--- config.mk ---
export PLATFORM = sky130hd
export DESIGN_NAME = service_display_arbiter
export DESIGN_NICKNAME = d
export VERILOG_FILES = /design/src/rtl/service_display_arbiter_pkg.sv /design/src/rtl/service_display_arbiter_digit_scan.sv /design/src/rtl/service_display_arbiter.sv
export SDC_FILE = /design/constraint.sdc
export NUM_CORES = 1
export LEC_CHECK = 0
export CAP_MARGIN = 15
export CORE_MARGIN = 4
export CORE_UTILIZATION = 47
export CTS_CLUSTER_SIZE = 40
export DETAILED_ROUTE_END_ITERATION = 8
export PLACE_DENSITY = 0.95
export REMOVE_ABC_BUFFERS = 1
export SYNTH_ARGS = -nofsm -noshare
export SYNTH_HDL_FRONTEND = slang
export SYNTH_SLANG_ARGS = --single-unit
export TNS_END_PERCENT = 5
--- constraint.sdc ---
create_clock -name clk -period 2.4 [get_ports clk]
set_input_delay 0.24 -clock clk [delete_from_list [all_inputs] [get_ports clk]]
set_output_delay 0.24 -clock clk [all_outputs]
set_load 0.005 [all_outputs]
--- src/rtl/service_display_arbiter_pkg.sv ---
// Purpose: shared service encodings, FSM states and helpers for the display arbiter.
// Latency: n/a (declarations only).
// Backpressure: n/a.
package svc_pkg;

    // One-hot service codes; bit3 is service 1, bit0 is service 4.
    localparam logic [3:0] SVC1     = 4'b1000;
    localparam logic [3:0] SVC2     = 4'b0100;
    localparam logic [3:0] SVC3     = 4'b0010;
    localparam logic [3:0] SVC4     = 4'b0001;
    localparam logic [3:0] SVC_NONE = 4'b0000;

    typedef enum logic [1:0] {
        S_IDLE   = 2'd0,
        S_SETTLE = 2'd1,
        S_ACTIVE = 2'd2,
        S_DONE   = 2'd3
    } state_t;

    function automatic logic is_onehot4(input logic [3:0] v);
        return (v != 4'b0000) && ((v & (v - 4'd1)) == 4'b0000);
    endfunction

    // Bit position of a one-hot service code; 0 for anything else.
    function automatic logic [1:0] onehot_idx(input logic [3:0] v);
        case (v)
            SVC3:    return 2'd1;
            SVC2:    return 2'd2;
            SVC1:    return 2'd3;
            default: return 2'd0;
        endcase
    endfunction

endpackage

--- src/rtl/service_display_arbiter_digit_scan.sv ---
// Purpose: free-running digit-scan timebase with blink phase and slot->anode decode.
// Latency: slot/anode/blink_ph are direct decodes of registered counters (0 cycles).
// Backpressure: none; runs continuously in every arbiter state.
//
// Ports:
//   clk, reset  : clock and synchronous active-high reset
//   slot        : current digit slot 0..3 (0 = rightmost digit)
//   blink_ph    : blink phase, toggles every BLINK_DIV full scan rounds
//   wrap        : high on the last cycle of a scan round
//   slot_anode  : active-low anode pattern for the current slot
module digit_scan #(
    parameter int SCAN_DIV  = 16384,
    parameter int BLINK_DIV = 8
) (
    input  logic       clk,
    input  logic       reset,
    output logic [1:0] slot,
    output logic       blink_ph,
    output logic       wrap,
    output logic [3:0] slot_anode
);

    localparam int CW = $clog2(4 * SCAN_DIV);
    localparam int BW = (BLINK_DIV > 1) ? $clog2(BLINK_DIV) : 1;

    logic [CW-1:0] scan_cnt;
    logic [BW-1:0] round_cnt;

    // SCAN_DIV is a power of two, so the slot is simply the top two bits.
    assign slot       = scan_cnt[CW-1 -: 2];
    assign wrap       = (scan_cnt == CW'(4 * SCAN_DIV - 1));
    assign slot_anode = ~(4'b0001 << slot);

    always_ff @(posedge clk) begin
        if (reset) begin
            scan_cnt  <= '0;
            round_cnt <= '0;
            blink_ph  <= 1'b0;
        end else begin
            scan_cnt <= wrap ? '0 : scan_cnt + CW'(1);
            if (wrap) begin
                if (round_cnt == BW'(BLINK_DIV - 1)) begin
                    round_cnt <= '0;
                    blink_ph  <= ~blink_ph;
                end else begin
                    round_cnt <= round_cnt + BW'(1);
                end
            end
        end
    end

endmodule

--- src/rtl/service_display_arbiter.sv ---
// Purpose: grants one of four services the shared 7-seg display and push buttons.
// Latency: grant/svc_led/push_gnt registered with the FSM transition; anode/digit 1 cycle behind state.
// Backpressure: none; a grant is only issued after svc_sw is one-hot and stable.
//
// Ports:
//   clk, reset : clock and synchronous active-high reset
//   svc_sw     : service select switches (bit3 = svc1 .. bit0 = svc4)
//   finish     : per-service done indication, only the granted bit matters
//   push       : raw buttons {m,r,l,d,u}
//   disp_word  : 4 x 16-bit digit words, service bit i at [16*i +: 16]
//   edit_sel   : 4 x 4-bit one-hot edit-digit masks, same indexing
//   grant      : one-hot granted service, 0 when none
//   push_gnt   : push passed through only while a service is active
//   svc_led    : service LEDs, equal to grant while active
//   anode      : active-low digit enables
//   digit      : BCD nibble for the enabled digit
module service_display_arbiter
    import svc_pkg::*;
#(
    parameter int SCAN_DIV      = 16384,
    parameter int BLINK_DIV     = 8,
    parameter int SETTLE_CYCLES = 4
) (
    input  logic        clk,
    input  logic        reset,
    input  logic [3:0]  svc_sw,
    input  logic [3:0]  finish,
    input  logic [4:0]  push,
    input  logic [63:0] disp_word,
    input  logic [15:0] edit_sel,
    output logic [3:0]  grant,
    output logic [4:0]  push_gnt,
    output logic [3:0]  svc_led,
    output logic [3:0]  anode,
    output logic [3:0]  digit
);

    localparam int STW = (SETTLE_CYCLES > 1) ? $clog2(SETTLE_CYCLES) : 1;

    state_t         state;
    logic [3:0]     cand;
    logic [STW-1:0] settle_cnt;

    logic [1:0]     slot;
    logic           blink_ph;
    logic [3:0]     slot_anode;
    // The round-end strobe is available from the scanner but the arbiter
    // only needs the slot and blink phase.
    logic           scan_wrap_unused;

    digit_scan #(
        .SCAN_DIV  (SCAN_DIV),
        .BLINK_DIV (BLINK_DIV)
    ) u_digit_scan (
        .clk        (clk),
        .reset      (reset),
        .slot       (slot),
        .blink_ph   (blink_ph),
        .wrap       (scan_wrap_unused),
        .slot_anode (slot_anode)
    );

    // Arbiter FSM. grant, svc_led and push_gnt are written together with the
    // state so they change on the same edge as the transition.
    always_ff @(posedge clk) begin
        if (reset) begin
            state      <= S_IDLE;
            cand       <= SVC_NONE;
            settle_cnt <= '0;
            grant      <= SVC_NONE;
            svc_led    <= SVC_NONE;
            push_gnt   <= '0;
        end else begin
            case (state)
                S_IDLE: begin
                    grant    <= SVC_NONE;
                    svc_led  <= SVC_NONE;
                    push_gnt <= '0;
                    if (is_onehot4(svc_sw)) begin
                        state      <= S_SETTLE;
                        settle_cnt <= '0;
                        cand       <= svc_sw;
                    end
                end
                S_SETTLE: begin
                    if (svc_sw != cand) begin
                        state <= S_IDLE;
                    end else if (settle_cnt == STW'(SETTLE_CYCLES - 1)) begin
                        state    <= S_ACTIVE;
                        grant    <= cand;
                        svc_led  <= cand;
                        push_gnt <= push;
                    end else begin
                        settle_cnt <= settle_cnt + STW'(1);
                    end
                end
                S_ACTIVE: begin
                    // A switch change outranks a finish in the same cycle.
                    if (svc_sw != grant) begin
                        state    <= S_IDLE;
                        grant    <= SVC_NONE;
                        svc_led  <= SVC_NONE;
                        push_gnt <= '0;
                    end else if ((finish & grant) != 4'b0000) begin
                        state    <= S_DONE;
                        grant    <= SVC_NONE;
                        svc_led  <= SVC_NONE;
                        push_gnt <= '0;
                    end else begin
                        push_gnt <= push;
                    end
                end
                S_DONE: begin
                    // The finished service must be deselected before it can run again.
                    if (svc_sw != cand) begin
                        state <= S_IDLE;
                    end
                end
                default: begin
                    state    <= S_IDLE;
                    grant    <= SVC_NONE;
                    svc_led  <= SVC_NONE;
                    push_gnt <= '0;
                end
            endcase
        end
    end

    // {service index, slot} addresses both the edit mask bit and the nibble.
    logic [3:0] sel_idx;
    assign sel_idx = {onehot_idx(grant), slot};

    // anode and digit are registered together so they never disagree.
    always_ff @(posedge clk) begin
        if (reset) begin
            anode <= 4'b1111;
            digit <= 4'h0;
        end else if (state == S_ACTIVE) begin
            anode <= (edit_sel[sel_idx] && !blink_ph) ? 4'b1111 : slot_anode;
            digit <= disp_word[{sel_idx, 2'b00} +: 4];
        end else begin
            anode <= 4'b1111;
            digit <= 4'h0;
        end
    end

endmodule

# After elaboration in Yosys (flattened, before gate mapping)
# Index checks and enable logic that the tools add are counted.
# op_classes
n_addsub,4
reduce_logical,18
n_mul,0
n_div,0
n_shift,2
eq_ne,18
n_bitwise,5
n_lt_le_gt_ge,1
muxes,25
# ops
op,count
64-bit by 7-bit indexed part select with 4-bit output,1
5-bit two-way mux,4
2-bit two-way mux,9
"16-bit by 1-bit adder with 16-bit output, second input constant",1
"16-bit == test, second input constant",1
4-bit two-way mux,4
5-bit one-hot mux with 3 select lines,1
4-bit one-hot mux with 3 select lines,1
4-bit AND reduction,3
"2-bit inequality test, second input constant",5
4-bit bitwise AND,2
4-bit inequality test,2
2-bit one-hot mux with 4 select lines,1
4-bit nonzero test,2
"2-bit == test, second input constant",3
"3-bit inequality test, second input constant",2
2-bit one-hot mux with 3 select lines,1
"4-bit by 5-bit < comparator with 1-bit output, second input constant",1
1-bit binary-select mux with 4-bit select,1
"4-bit by 2-bit == test with 1-bit output, second input constant",1
"4-bit by 3-bit == test with 1-bit output, second input constant",1
"4-bit == test, second input constant",1
4-bit zero test,1
4-bit NOT,1
19 further kinds,23
# totals
latch_bits,0
output_inout_bits,21
mem_bits_ro,0
memories,0
mem_bits_rw,0
reg_bits,45
elab_cells,83

# Longest topological paths before layout
# logic_depth
depth_word,6
ltp_mapped,8

# Modules after synthesis
# A second synthesis with hierarchy kept.
# unflattened
hier_cells,276
area_unflattened_um2,2819.0
# modules_own_cells
mod,area_per_inst_um2,seq_area_each_um2,n_inst,cells_each
service_display_arbiter,1861.8,500.5,1,171
digit_scan,957.2,400.4,1,105

# Worst setup path before layout
# Ideal clock, no wire load.
# synth_timing
path_kind,register to register
from,register u_digit_scan.scan_cnt[14]
to,register anode[1]
path_slack_ns,0.765
period_less_slack_ns,1.635
setup_time_ns,0.130
path_buffers,2
stages_incl_launch_ff,7
arrival_ns,1.504
path_cell_list,dfxtp_1 buf_6 buf_12 mux4_2 mux2_4 nand3b_4 nand4b_1
# synth_via
elab_chain_cells,4
word_cells_on_any_way,6
# synth_rtl
element,line,text
start: declaration,service_display_arbiter_digit_scan.sv:26,logic [CW-1:0] scan_cnt;
start signal: assignment,service_display_arbiter_digit_scan.sv:40,scan_cnt <= wrap ? '0 : scan_cnt + CW'(1);
1-bit binary-select mux with 4-bit select,service_display_arbiter.sv:139,anode <= (edit_sel[sel_idx] && !blink_ph) ? 4'b1111 : slot_anode;
1-bit two-way mux (implied by the code),service_display_arbiter.sv:139,
1-bit logical AND,service_display_arbiter.sv:139,
3-bit OR reduction (no source line),--,
end signal: assignment,service_display_arbiter.sv:139,
end: declaration,service_display_arbiter.sv:34,"output logic [3:0] anode,"
# Several ways; a longest one is shown, not always the timed one. The select of a mux whose other input is x is not followed.
# A chain may end at the register's enable or synchronous reset.

# Worst setup path after layout
# layout_timing
from,register u_digit_scan.scan_cnt[14]
to,register anode[2]
# The elaborated chain is that of the path after synthesis.

==> impl_metrics.env <==
export IMPL_die_h_um=85.6
export IMPL_grt_pass1_wl_um=13600
export IMPL_synth_edf_count=0
export IMPL_cp_start_kind="register"
export IMPL_synth_area_per_cell_um2=10.2
export IMPL_cts_resized=0
export IMPL_io_pins=116
export IMPL_initial_core_util_pct=48.1
export IMPL_first_iter_violations=158
export IMPL_drv_cap=0
export IMPL_reg2reg_from="u_digit_scan.scan_cnt[14]"
export IMPL_drc=0
export IMPL_relSlewSlack_pct=66.1
export IMPL_crit_type="reg -> reg"
export IMPL_cp_arrival_ns=2.14
export IMPL_fin_worst_skew_ns=0.00920
export IMPL_ctsHoldBuffers=0
export IMPL_min_delay_start="u_digit_scan.round_cnt[1]"
export IMPL_synth_ff_type="dfxtp_1"
export IMPL_whs_path_depth=2
export IMPL_final_min_clock_period_ns=1.99
export IMPL_io_buffers=115
export IMPL_netlist_instances=278
export IMPL_setup_tns_ns=0
export IMPL_min_to="u_digit_scan.round_cnt[1]"
export IMPL_antenna_cells=0
export IMPL_post_drt_wl_per_cell_um=18.1
export IMPL_p_per_area_nw_per_um2=413
export IMPL_post_dp_hpwl_um=6670
export IMPL_clk_pin_slew_ns=0.08
export IMPL_crit_chain="buf_4 -> mux4_1 -> mux2_2 -> a21oi_2 -> nand4_1"
export IMPL_routabilityCongestion=0.895
export IMPL_clock_sinks=45
export IMPL_endpoint_kind="register"
export IMPL_area_growth_pct=45.1
export IMPL_viasPerCell=5.77
export IMPL_clock_latency_ns=0.30
export IMPL_setup_violations_final=0
export IMPL_finalHoldViolCount=0
export IMPL_yosys_area_top_type="dfxtp_1"
export IMPL_first_pass_iters=4
export IMPL_period_share_pct=82.8
export IMPL_grt_pass1_vias=2741
export IMPL_cts_root_buf="clkbuf_8"
export IMPL_cts_setup_buffers=0
export IMPL_final_cell_mix="clkdlybuf4s50_1, dfxtp_1, nor2_1, nand2_1, xnor2_1"
export IMPL_core_area_um2=5890
export IMPL_die_width_um=85.6
export IMPL_htreeDepth=2
export IMPL_synth_async_reset_ratio_pct=0
export IMPL_cts_buffers=5
export IMPL_r2r_end="anode[2]"
export IMPL_synth_cell_area_um2=2830
export IMPL_status="complete, no violations"
export IMPL_antenna_found_initial=0
export IMPL_cts_tree="done"
export IMPL_drive_gt1_share_pct=8.51
export IMPL_power_leakage_uw=0.00149
export IMPL_seq_area_frac_synth_pct=31.8
export IMPL_synth_area_leaders="dfxtp_1, mux4_1, mux4_2"
export IMPL_clockBufferDepth=2
export IMPL_final_common_cell="clkdlybuf4s50_1"
export IMPL_routed_wl_um=8390
export IMPL_ys_ff_latch=45
export IMPL_tightestPinTransition_ns=0.508
export IMPL_rrSetupSlack_ns=0.41
export IMPL_slowest_stage="mux4_1"
export IMPL_fmax_ghz=0.503
export IMPL_yosys_cell_types_count=46
export IMPL_yosysWarningCount=0
export IMPL_rsz0062_at_grt="false"
export IMPL_fillers=445
export IMPL_slew_violations=0
export IMPL_r2r_cells=5
export IMPL_vias=2670
export IMPL_power_total_uw=1700
export IMPL_die_area_um2=7330
export IMPL_rows=28
export IMPL_grt_usage_pct=23.3
export IMPL_globalRouteOverflowTotal=0
export IMPL_yosys_area_top_type_share_pct=31.8
export IMPL_final_nets=490
export IMPL_ant_nets=0
export IMPL_cp_data_required_time_ns=2.55
export IMPL_peakVddDrop_v=0.000301
export IMPL_grt_max_degree=23
export IMPL_hp_class="reg -> reg"
export IMPL_cpPeakStageDelay_ns=0.56
export IMPL_crit_path_max_fanout=6
-- cell families (layout without fill, tap and decap cells) --
logic type	count (synthesis)	count (layout)	synth area share, %
buffers and inverters	28	138	5.70
adder cells (fa/ha/maj)	8	8	3.53
AND/OR/NAND/NOR	95	95	18.6
multiplexers	27	27	20.2
AO/OA/AOI/OAI	49	49	11.9
XOR/XNOR	26	26	8.30
flip-flops	45	45	31.8
-- synth_stat cells (8+ instances only) --
cell type and count:
mux4_2 8, nand3_1 10, xnor2_1 16, ha_1 8
nand2_1 17, a211oi_1 8, nand4_1 8, a21oi_1 14
dfxtp_1 45, inv_1 8, nor2_1 29, mux4_1 12
and3_1 8, xor2_1 9, buf_2 8
-- power breakdown --
group          internal, uW  switching [uW]  leakage, uW
Combinational           218             136      0.00107
Sequential              760            14.4     0.000364
Clock                   313             256    0.0000554
-- flip-flops by register name (all words and copies together) (netlist names) --
register	cells
u_digit_scan.blink_ph	1
push_gnt	5
cand	4
settle_cnt	2
digit	4
u_digit_scan.scan_cnt	16
u_digit_scan.round_cnt	3
state	2
anode	4
svc_led	4
-- metrics by stage --
stage	hold slack, ns	utilization (%)	instances	instance area [um^2]	worst slack, ns
finish	0.463	69.8	463	4110	0.413
global route	0.485	69.8	463	4110	0.313
CTS	0.464	69.8	463	4110	0.431
detailed placement	0.448	67.9	455	4000	0.224
global placement	0.436	67.9	455	4000	0.302
floorplan	0.309	-	258	2700	0.0594
-- routing by layer --
| layer | part of all wire, % | track usage (%) |
|---|---|---|
| met5 | 0 | 0 |
| met4 | 2.2 | 7.77 |
| met2 | 53 | 41.9 |
| met3 | 4.2 | 3.55 |
| met1 | 40 | 28.3 |
-- critical path, delay by kind of cell (launching register included) --
family	cells	cell delay (ns)
and+or+nand+nor	1	0.17
muxes	2	0.85
buffers and inverters	1	0.19
DFF	1	0.40
AOI/OAI and AO/OA	1	0.22
-- layout make-up --
type	instances	area (um^2)	share of cell area, %
Inverter	8	30.0	0.731
Multi-Input combinational cell	205	1770	43.1
Timing Repair Buffer	122	1200	29.3
Tap cell	75	93.8	2.28
Sequential cell	45	901	21.9
Clock inverter	2	38.8	0.944
Clock buffer	6	72.6	1.77
-- how the worst max path moves through the flow --
stage                                         start          end  slack (ns)  depth (start not counted)
after global routing      u_digit_scan.scan_cnt[14]     anode[2]        0.31                          5
final                     u_digit_scan.scan_cnt[14]     anode[2]        0.41                          5
after global placement                    svc_sw[0]  push_gnt[0]        0.30                          6
after floorplan           u_digit_scan.scan_cnt[14]     anode[3]        0.06                          4
after CTS                 u_digit_scan.scan_cnt[14]     anode[2]        0.43                          5
after detailed placement                  svc_sw[0]  push_gnt[1]        0.22                          6
Note: power is estimated with default switching activity, not from simulation.
